File: src/rtl/collatz_host_driver.sv
// Host-side initiator for the Collatz chip pin protocol: writes a seed, starts COMPUTE, waits, reads results.
// One job at a time (~19 cycles plus compute time); start is ignored unless ready, with no queuing.
module collatz_host_driver #(
  parameter int START_TIMEOUT   = 16,
  parameter int COMPUTE_TIMEOUT = 65536
) (
  input  logic        clk,
  input  logic        reset,
  input  logic        start,
  input  logic [31:0] seed,
  output logic        ready,
  output logic        done,
  output logic [31:0] orbit_len,
  output logic [31:0] path_record,
  output logic        overflow,
  output logic        timeout,
  output logic [7:0]  dut_ui_in,
  output logic [7:0]  dut_uio_in,
  input  logic [7:0]  dut_uo_out,
  input  logic [7:0]  dut_uio_out,
  input  logic [7:0]  dut_uio_oe
);

  localparam int MAX_TO = (START_TIMEOUT > COMPUTE_TIMEOUT) ? START_TIMEOUT : COMPUTE_TIMEOUT;
  localparam int CW     = $clog2(MAX_TO + 1);
  localparam logic [CW-1:0] START_LAST   = CW'(START_TIMEOUT - 1);
  localparam logic [CW-1:0] COMPUTE_LAST = CW'(COMPUTE_TIMEOUT - 1);
  localparam logic [31:0]   OVF_MARK     = 32'hBAADF00D;

  typedef enum logic [2:0] {IDLE, WR, ARM, GO, WAIT_ON, WAIT_OFF, RD, FIN} state_t;

  state_t        state;
  logic [31:0]   seed_q;
  logic [3:0]    idx;
  logic [CW-1:0] cnt;
  logic [3:0]    idx_nx;
  logic [2:0]    rd_j;
  logic          computing;
  logic          unused_pins;

  assign idx_nx      = idx + 4'd1;
  assign rd_j        = 3'(idx - 4'd1);
  assign computing   = dut_uio_oe[7];
  assign unused_pins = ^{dut_uio_out, dut_uio_oe[6:0]};

  always_ff @(posedge clk) begin
    if (reset) begin
      state       <= IDLE;
      seed_q      <= 32'h0;
      idx         <= 4'd0;
      cnt         <= '0;
      ready       <= 1'b1;
      done        <= 1'b0;
      orbit_len   <= 32'h0;
      path_record <= 32'h0;
      overflow    <= 1'b0;
      timeout     <= 1'b0;
      dut_ui_in   <= 8'h00;
      dut_uio_in  <= 8'h00;
    end else begin
      done <= 1'b0;
      case (state)
        IDLE: begin
          if (start) begin
            seed_q     <= seed;
            ready      <= 1'b0;
            timeout    <= 1'b0;
            overflow   <= 1'b0;
            idx        <= 4'd0;
            dut_ui_in  <= seed[7:0];
            dut_uio_in <= 8'h80;
            state      <= WR;
          end
        end
        WR: begin
          if (idx == 4'd3) begin
            dut_ui_in  <= 8'h00;
            dut_uio_in <= 8'h00;
            state      <= ARM;
          end else begin
            idx        <= idx_nx;
            dut_ui_in  <= seed_q[{idx_nx[1:0], 3'b000} +: 8];
            dut_uio_in <= {1'b1, 5'b00000, idx_nx[1:0]};
          end
        end
        ARM: begin
          dut_uio_in <= 8'h40;
          state      <= GO;
        end
        GO: begin
          dut_uio_in <= 8'h00;
          cnt        <= '0;
          state      <= WAIT_ON;
        end
        // A single-cycle COMPUTE (seed 2) must still move us on, so the check is every cycle.
        WAIT_ON: begin
          if (computing) begin
            cnt   <= '0;
            state <= WAIT_OFF;
          end else if (cnt == START_LAST) begin
            timeout <= 1'b1;
            state   <= FIN;
          end else begin
            cnt <= cnt + 1'b1;
          end
        end
        WAIT_OFF: begin
          if (!computing) begin
            idx        <= 4'd0;
            dut_uio_in <= 8'h00;
            state      <= RD;
          end else if (cnt == COMPUTE_LAST) begin
            timeout <= 1'b1;
            state   <= FIN;
          end else begin
            cnt <= cnt + 1'b1;
          end
        end
        // Pipelined reads: address idx goes out each cycle, its byte lands two edges later.
        RD: begin
          if (idx < 4'd7) begin
            dut_uio_in <= {3'b000, idx_nx[2], 2'b00, idx_nx[1:0]};
          end else begin
            dut_uio_in <= 8'h00;
          end
          if (idx != 4'd0) begin
            if (rd_j[2]) begin
              path_record[{rd_j[1:0], 3'b000} +: 8] <= dut_uo_out;
            end else begin
              orbit_len[{rd_j[1:0], 3'b000} +: 8] <= dut_uo_out;
            end
          end
          if (idx == 4'd8) begin
            state <= FIN;
          end
          idx <= idx_nx;
        end
        FIN: begin
          dut_ui_in  <= 8'h00;
          dut_uio_in <= 8'h00;
          done       <= 1'b1;
          ready      <= 1'b1;
          overflow   <= !timeout && (path_record == OVF_MARK);
          state      <= IDLE;
        end
        default: begin
          state <= IDLE;
        end
      endcase
    end
  end

endmodule

File: config.mk
export PLATFORM = sky130hd
export DESIGN_NAME = collatz_host_driver
export DESIGN_NICKNAME = d
export VERILOG_FILES = /design/src/rtl/collatz_host_driver.sv
export SDC_FILE = /design/constraint.sdc
export NUM_CORES = 1
export LEC_CHECK = 0
export CAP_MARGIN = 20
export CORE_ASPECT_RATIO = 1.75
export CORE_MARGIN = 2
export CORE_UTILIZATION = 54
export CTS_CLUSTER_DIAMETER = 30
export DETAILED_ROUTE_END_ITERATION = 16
export PLACE_DENSITY = 0.94
export SLEW_MARGIN = 20
export SYNTH_ARGS = -nofsm -noshare
export SYNTH_HDL_FRONTEND = slang
export SYNTH_SLANG_ARGS = --single-unit
File: constraint.sdc
create_clock -name clk -period 4.8 [get_ports clk]
set_input_delay 1.2 -clock clk [delete_from_list [all_inputs] [get_ports clk]]
set_output_delay 1.2 -clock clk [all_outputs]
set_load 0.02 [all_outputs]
Word-level counts from Yosys, hierarchy flattened. Index checks and enable logic that the tools add are counted.

Register bits after elaboration: 140. Input port bits: 59. Output and inout bits: 84.

$lt $le $gt $ge: 1. Reductions and logical operators: 21. Mux-type cells: 36. Shift-type cells: 3. $add $sub $neg: 4. Bitwise operators: 1. Equal/unequal tests: 25.

Operators with widths (number): $mux 17 (4); $bwmux 32 (2); $pmux 17 s3 (1); $pmux 8 s6 (1); $mux 8 (5); $eq 32x32->1 const B (1); $shift 8x7->32 const A (1); $shiftx 32x6->8 (1); $shiftx 8x7->32 (1); $pmux 3 s8 (1); $pmux 8 s3 (1); $mux 3 (7); $ne 2x2->1 const B (10); $add 17x1->17 const B (1); $eq 17x16->1 const B (1); $eq 17x4->1 const B (1); $pmux 4 s4 (1); $eq 3x3->1 const B (4); $mux 4 (3); $ne 3x3->1 const B (3); $reduce_and 3->1 (3); $reduce_bool 3->1 (3); $reduce_and 4->1 (2); $reduce_bool 4->1 (2); other kinds (22) (31).

Longest topological paths before layout.
Word-level depth: 4. Gate-level depth with buffers: 11. Mapped depth without buffers: 10.

Least setup slack after synthesis. OpenSTA, ideal clock, no wires.

Path type: input to register. Start point: in dut_uio_oe[7]. End point: reg idx[2]. Required time: 4730 ps. Arrival: 2525 ps. Library setup time: 70 ps. Stages: 6. Slack: 2205 ps. Path through: buf_2 > and2b_2 > a21oi_1 > o211a_2 > or4b_1 > a21oi_1.

Cells in the longest elaborated chain, start to end: 2.

RTL lines: from (decl) (RTL line 21) `input logic [7:0] dut_uio_oe`; $ne 2x2->1 (no line); $reduce_and 4->1 (no line); to (signal assigned) (RTL line 81) `idx <= idx_nx;`; to (signal assigned) (RTL line 136) `idx <= idx_nx;`; to (decl) (RTL line 34) `logic [3:0] idx;`.

No other way between the ends. A chain may end at the register's enable or synchronous reset.

Worst setup path after layout.
Start point: reg idx[0]. End point: reg path_record[9].

Cells in the longest elaborated chain, start to end: 4. Elaborated cells on any way between the ends: 7.

RTL lines: $sub 3x1->3 (RTL line 42) `assign rd_j = 3'(idx - 4'd1);`; $neg 5->7 (RTL line 128) `path_record[{rd_j[1:0], 3'b000} +: 8] <= dut_uo_out;`; $shiftx 8x7->32 or $shift 8x7->32 (tied branches) (RTL line 128); $bwmux 32 (RTL line 128); to (signal, indexed assignment) (RTL line 128); to (decl) (RTL line 14) `output logic [31:0] path_record,`.

Several ways; a longest one is shown, not always the timed one.

==> flow_summary.toml <==
[clock_network]
cts_tree = "built"
clock_path_buffers = 2
path_clk_slew_ps = 60
cts_setup_buffers = 0
numClockSinks = 137
cts_resized = 0
root_buffer = "clkbuf_16"
postCtsHoldBufs = 0
insertion_delay_ps = 420
ctsHtreeMaxLevel = 4
cts_buffers = 17

[sta]
tightest_slew_ps = 899.6
relSlewSlack_pct = 39.80
finalHoldViolations = 0
fin_ws_ps = 1437
min_period_ps = 3363
clock.fmax_mhz = 297.4
setup_viol_count_final = 0
skew_ps = 7.260
tns_ps = 0
rsz0062_at_grt = "false"
slew_viol_final = 0
period_share_pct = 70.06

[placed_design]
dp_hpwl_mm = 12.25
dpl_worst_slack_ps = 1528
portBuffers = 124
gp_congestion = 0.8646
dp.cells = 917

[die]
die-width_um = 84.52
initial_core_util_pct = 55.18
core_sq_um = 11100
ios = 143
num_rows = 51
die-area_sq_um = 12250
die_y_um = 144.9

[critical_path]
worst-r2r-cell-count = 6
cp_num_buf_inv = 1
path_max_fanout = 17
slowest_delay_ps = 830
crit_chain = "inv_1 -> ha_1 -> nor3b_1 -> and2_1 -> mux2i_1 -> nor2_1"
reg2reg_from = "idx[0]"
cp_slowest_cell = "ha_1"
end_kind = "register"
start_kind = "register"
r2r_slack_ps = 1440
cp.required_ps = 5150
critical_path_depth = 6
critPathTopFamily = "simple AND/OR/NAND/NOR gates"
cp.arrival_ps = 3710
worstSetupPathType = "register to register"
reg2reg_to = "path_record[9]"

[global_route]
grt_pass1_wl_mm = 29.35
grt_use_total_pct = 29.92
overflow = 0
grt_pass1_vias = 5744
antenna_found_initial = 0
grt_max_degree = 80

[route]
routed_via_density = 5.962
first_pass_iters = 9
ant_nets = 0
wl_per_cell_um = 19.32
drc = 0
drt_iter0_markers = 454
num_vias = 5658
drt_wl_total_mm = 18.33

[min_path]
hold_depth = 2
hp-start = "seed_q[22]"
hp-class = "register to register"
min_to = "seed_q[22]"

[finish]
nFillCells = 720
final_layout_size_suffix_gt1_share_pct = 6.854
layout.nets = 872
areaGrowthSynthToFinish_pct = 30.47
antenna_cells = 0
layoutNonFillerInstCount = 949

[logic_synthesis]
ys_warn_count = 0
synth_edf_count = 0
synthTopCellsByArea = "dfxtp_1 45%, mux2i_1 11%, nand2_1 6.4%, nor2_1 5.6%, a21oi_1 4.2%"
yosysSeqAreaShare_pct = 44.76
synth_area_per_cell_sq_um = 8.829
synth_ff_type = "dfxtp_1"
yosysTopAreaCell = "dfxtp_1"
syn_inst = 694
synth_cell_types = 59
syn_area_sq_um = 6127
ys_async_sr_fraction_pct = 0
yosys_register_bits = 137
synth_top_area_share_pct = 44.76

[flow_run]
maxCapViolCount = 0

[power]
p_per_area_nw_per_um2 = 353.4
leakage_nw = 3.317
ir_worst_vdd_mv = 0.3169

[run_status]
status = "finished, final reports clean"
Yosys cell counts, types with 2 or more instances:
library cell and n:
a211oi_1 10, a21oi_1 52, a22oi_1 2, a311oi_1 2, a41oi_1 2, and2_1 32, and3_1 5, buf_1 2
buf_2 6, buf_4 5, clkbuf_1 26, dfxtp_1 137, ha_1 9, inv_1 9, mux2i_1 69, mux4_2 8
nand2_1 105, nand2b_1 9, nand3_1 13, nand3b_1 4, nand4_1 9, nand4b_1 2, nor2_1 91, nor2b_1 2
nor3_1 8, nor4_1 7, nor4_2 3, o21ai_0 13, o21ai_1 6, o31a_1 2, o31ai_1 5, or2_1 2
or3_1 5, or3b_1 2, or4_1 4, xnor2_1 2, xor2_1 2
power breakdown:
group          switching, W  leakage [nW]  internal (W)
sequential        0.0000311          1.11       0.00117
combinational      0.000173          1.93      0.000132
clock              0.000521         0.275      0.000797
total              0.000724          3.32       0.00210
through the flow:
step / hold slack [ps] / area [sq um] / total power (W) / utilization [%]
floorplan: 433.1 / 6135 / 0.001410 / -
global placement: 439.0 / 7396 / 0.001514 / 66.61
detailed placement: 445.1 / 7396 / 0.001523 / 66.61
CTS: 453.2 / 7994 / 0.002820 / 72.00
global route: 470.7 / 7994 / 0.002905 / 72.00
finish: 452.5 / 7994 / 0.002825 / 72.00
layout make-up:
class                           count  area, sq um  area share [%]
Sequential cell                   137         2743           34.31
Timing Repair Buffer              128         1269           15.87
Clock buffer                       20        456.7           5.713
Clock inverter                     12        141.4           1.769
Multi-Input combinational cell    511         3186           39.85
Tap cell                          132        165.2           2.066
Inverter                            9        33.78          0.4226
cells in the final DEF, fill, tap and decap left out, drive strengths merged, types with 10 or more instances in the layout:
cell           instances
mux2i                 69
nand2                105
clkbuf                20
nand3                 13
nor4                  10
and2                  33
inv                   11
clkdlybuf4s50        123
o21ai                 20
a21oi                 52
dfxtp                137
nor2                  92
a211oi                10
state kept, by name (all words and copies together), names as in the netlist:
signal	count
cnt	17
done	1
dut_ui_in	8
dut_uio_in	5
idx	4
orbit_len	32
overflow	1
path_record	32
ready	1
seed_q	32
state	3
timeout	1
tightest hold or removal path: cells and delay by family (launching register included):
kind,cells,cell delay (ps)
DFF,1,300
and+or+nand+nor,1,50
AOI/OAI and AO/OA,1,50
metal layers:
metal,global-route usage (%),vias to the layer above,part of all wire (%)
met1,31.48,2705,35
met5,0,-,0
li1,-,2629,-
met3,8.703,55,7.5
met4,14.68,0,4.1
met2,53.19,269,53
worst max path at each step:
| stage | from | endpoint | slack [ps] |
|---|---|---|---|
| final | idx[0] | path_record[9] | 1440 |
| after detailed placement | dut_uio_oe[7] | cnt[11] | 1530 |
| after global routing | idx[0] | path_record[9] | 1250 |
| after global placement | dut_uio_oe[7] | cnt[2] | 1630 |
| after CTS | idx[0] | path_record[9] | 1490 |
| after floorplan | dut_uio_oe[7] | idx[2] | 2200 |
kinds of logic after synthesis:
kind of cell / after synthesis / share of synthesized area, %
compound gates: 104 / 10.39
xor+xnor: 4 / 0.5719
fa+ha+maj: 9 / 1.838
buf+inv: 48 / 3.369
flops: 137 / 44.76
mux: 77 / 14.21
other cells: 1 / 0.06120
simple gates: 314 / 24.79
Note: power is estimated with default switching activity, not from simulation.
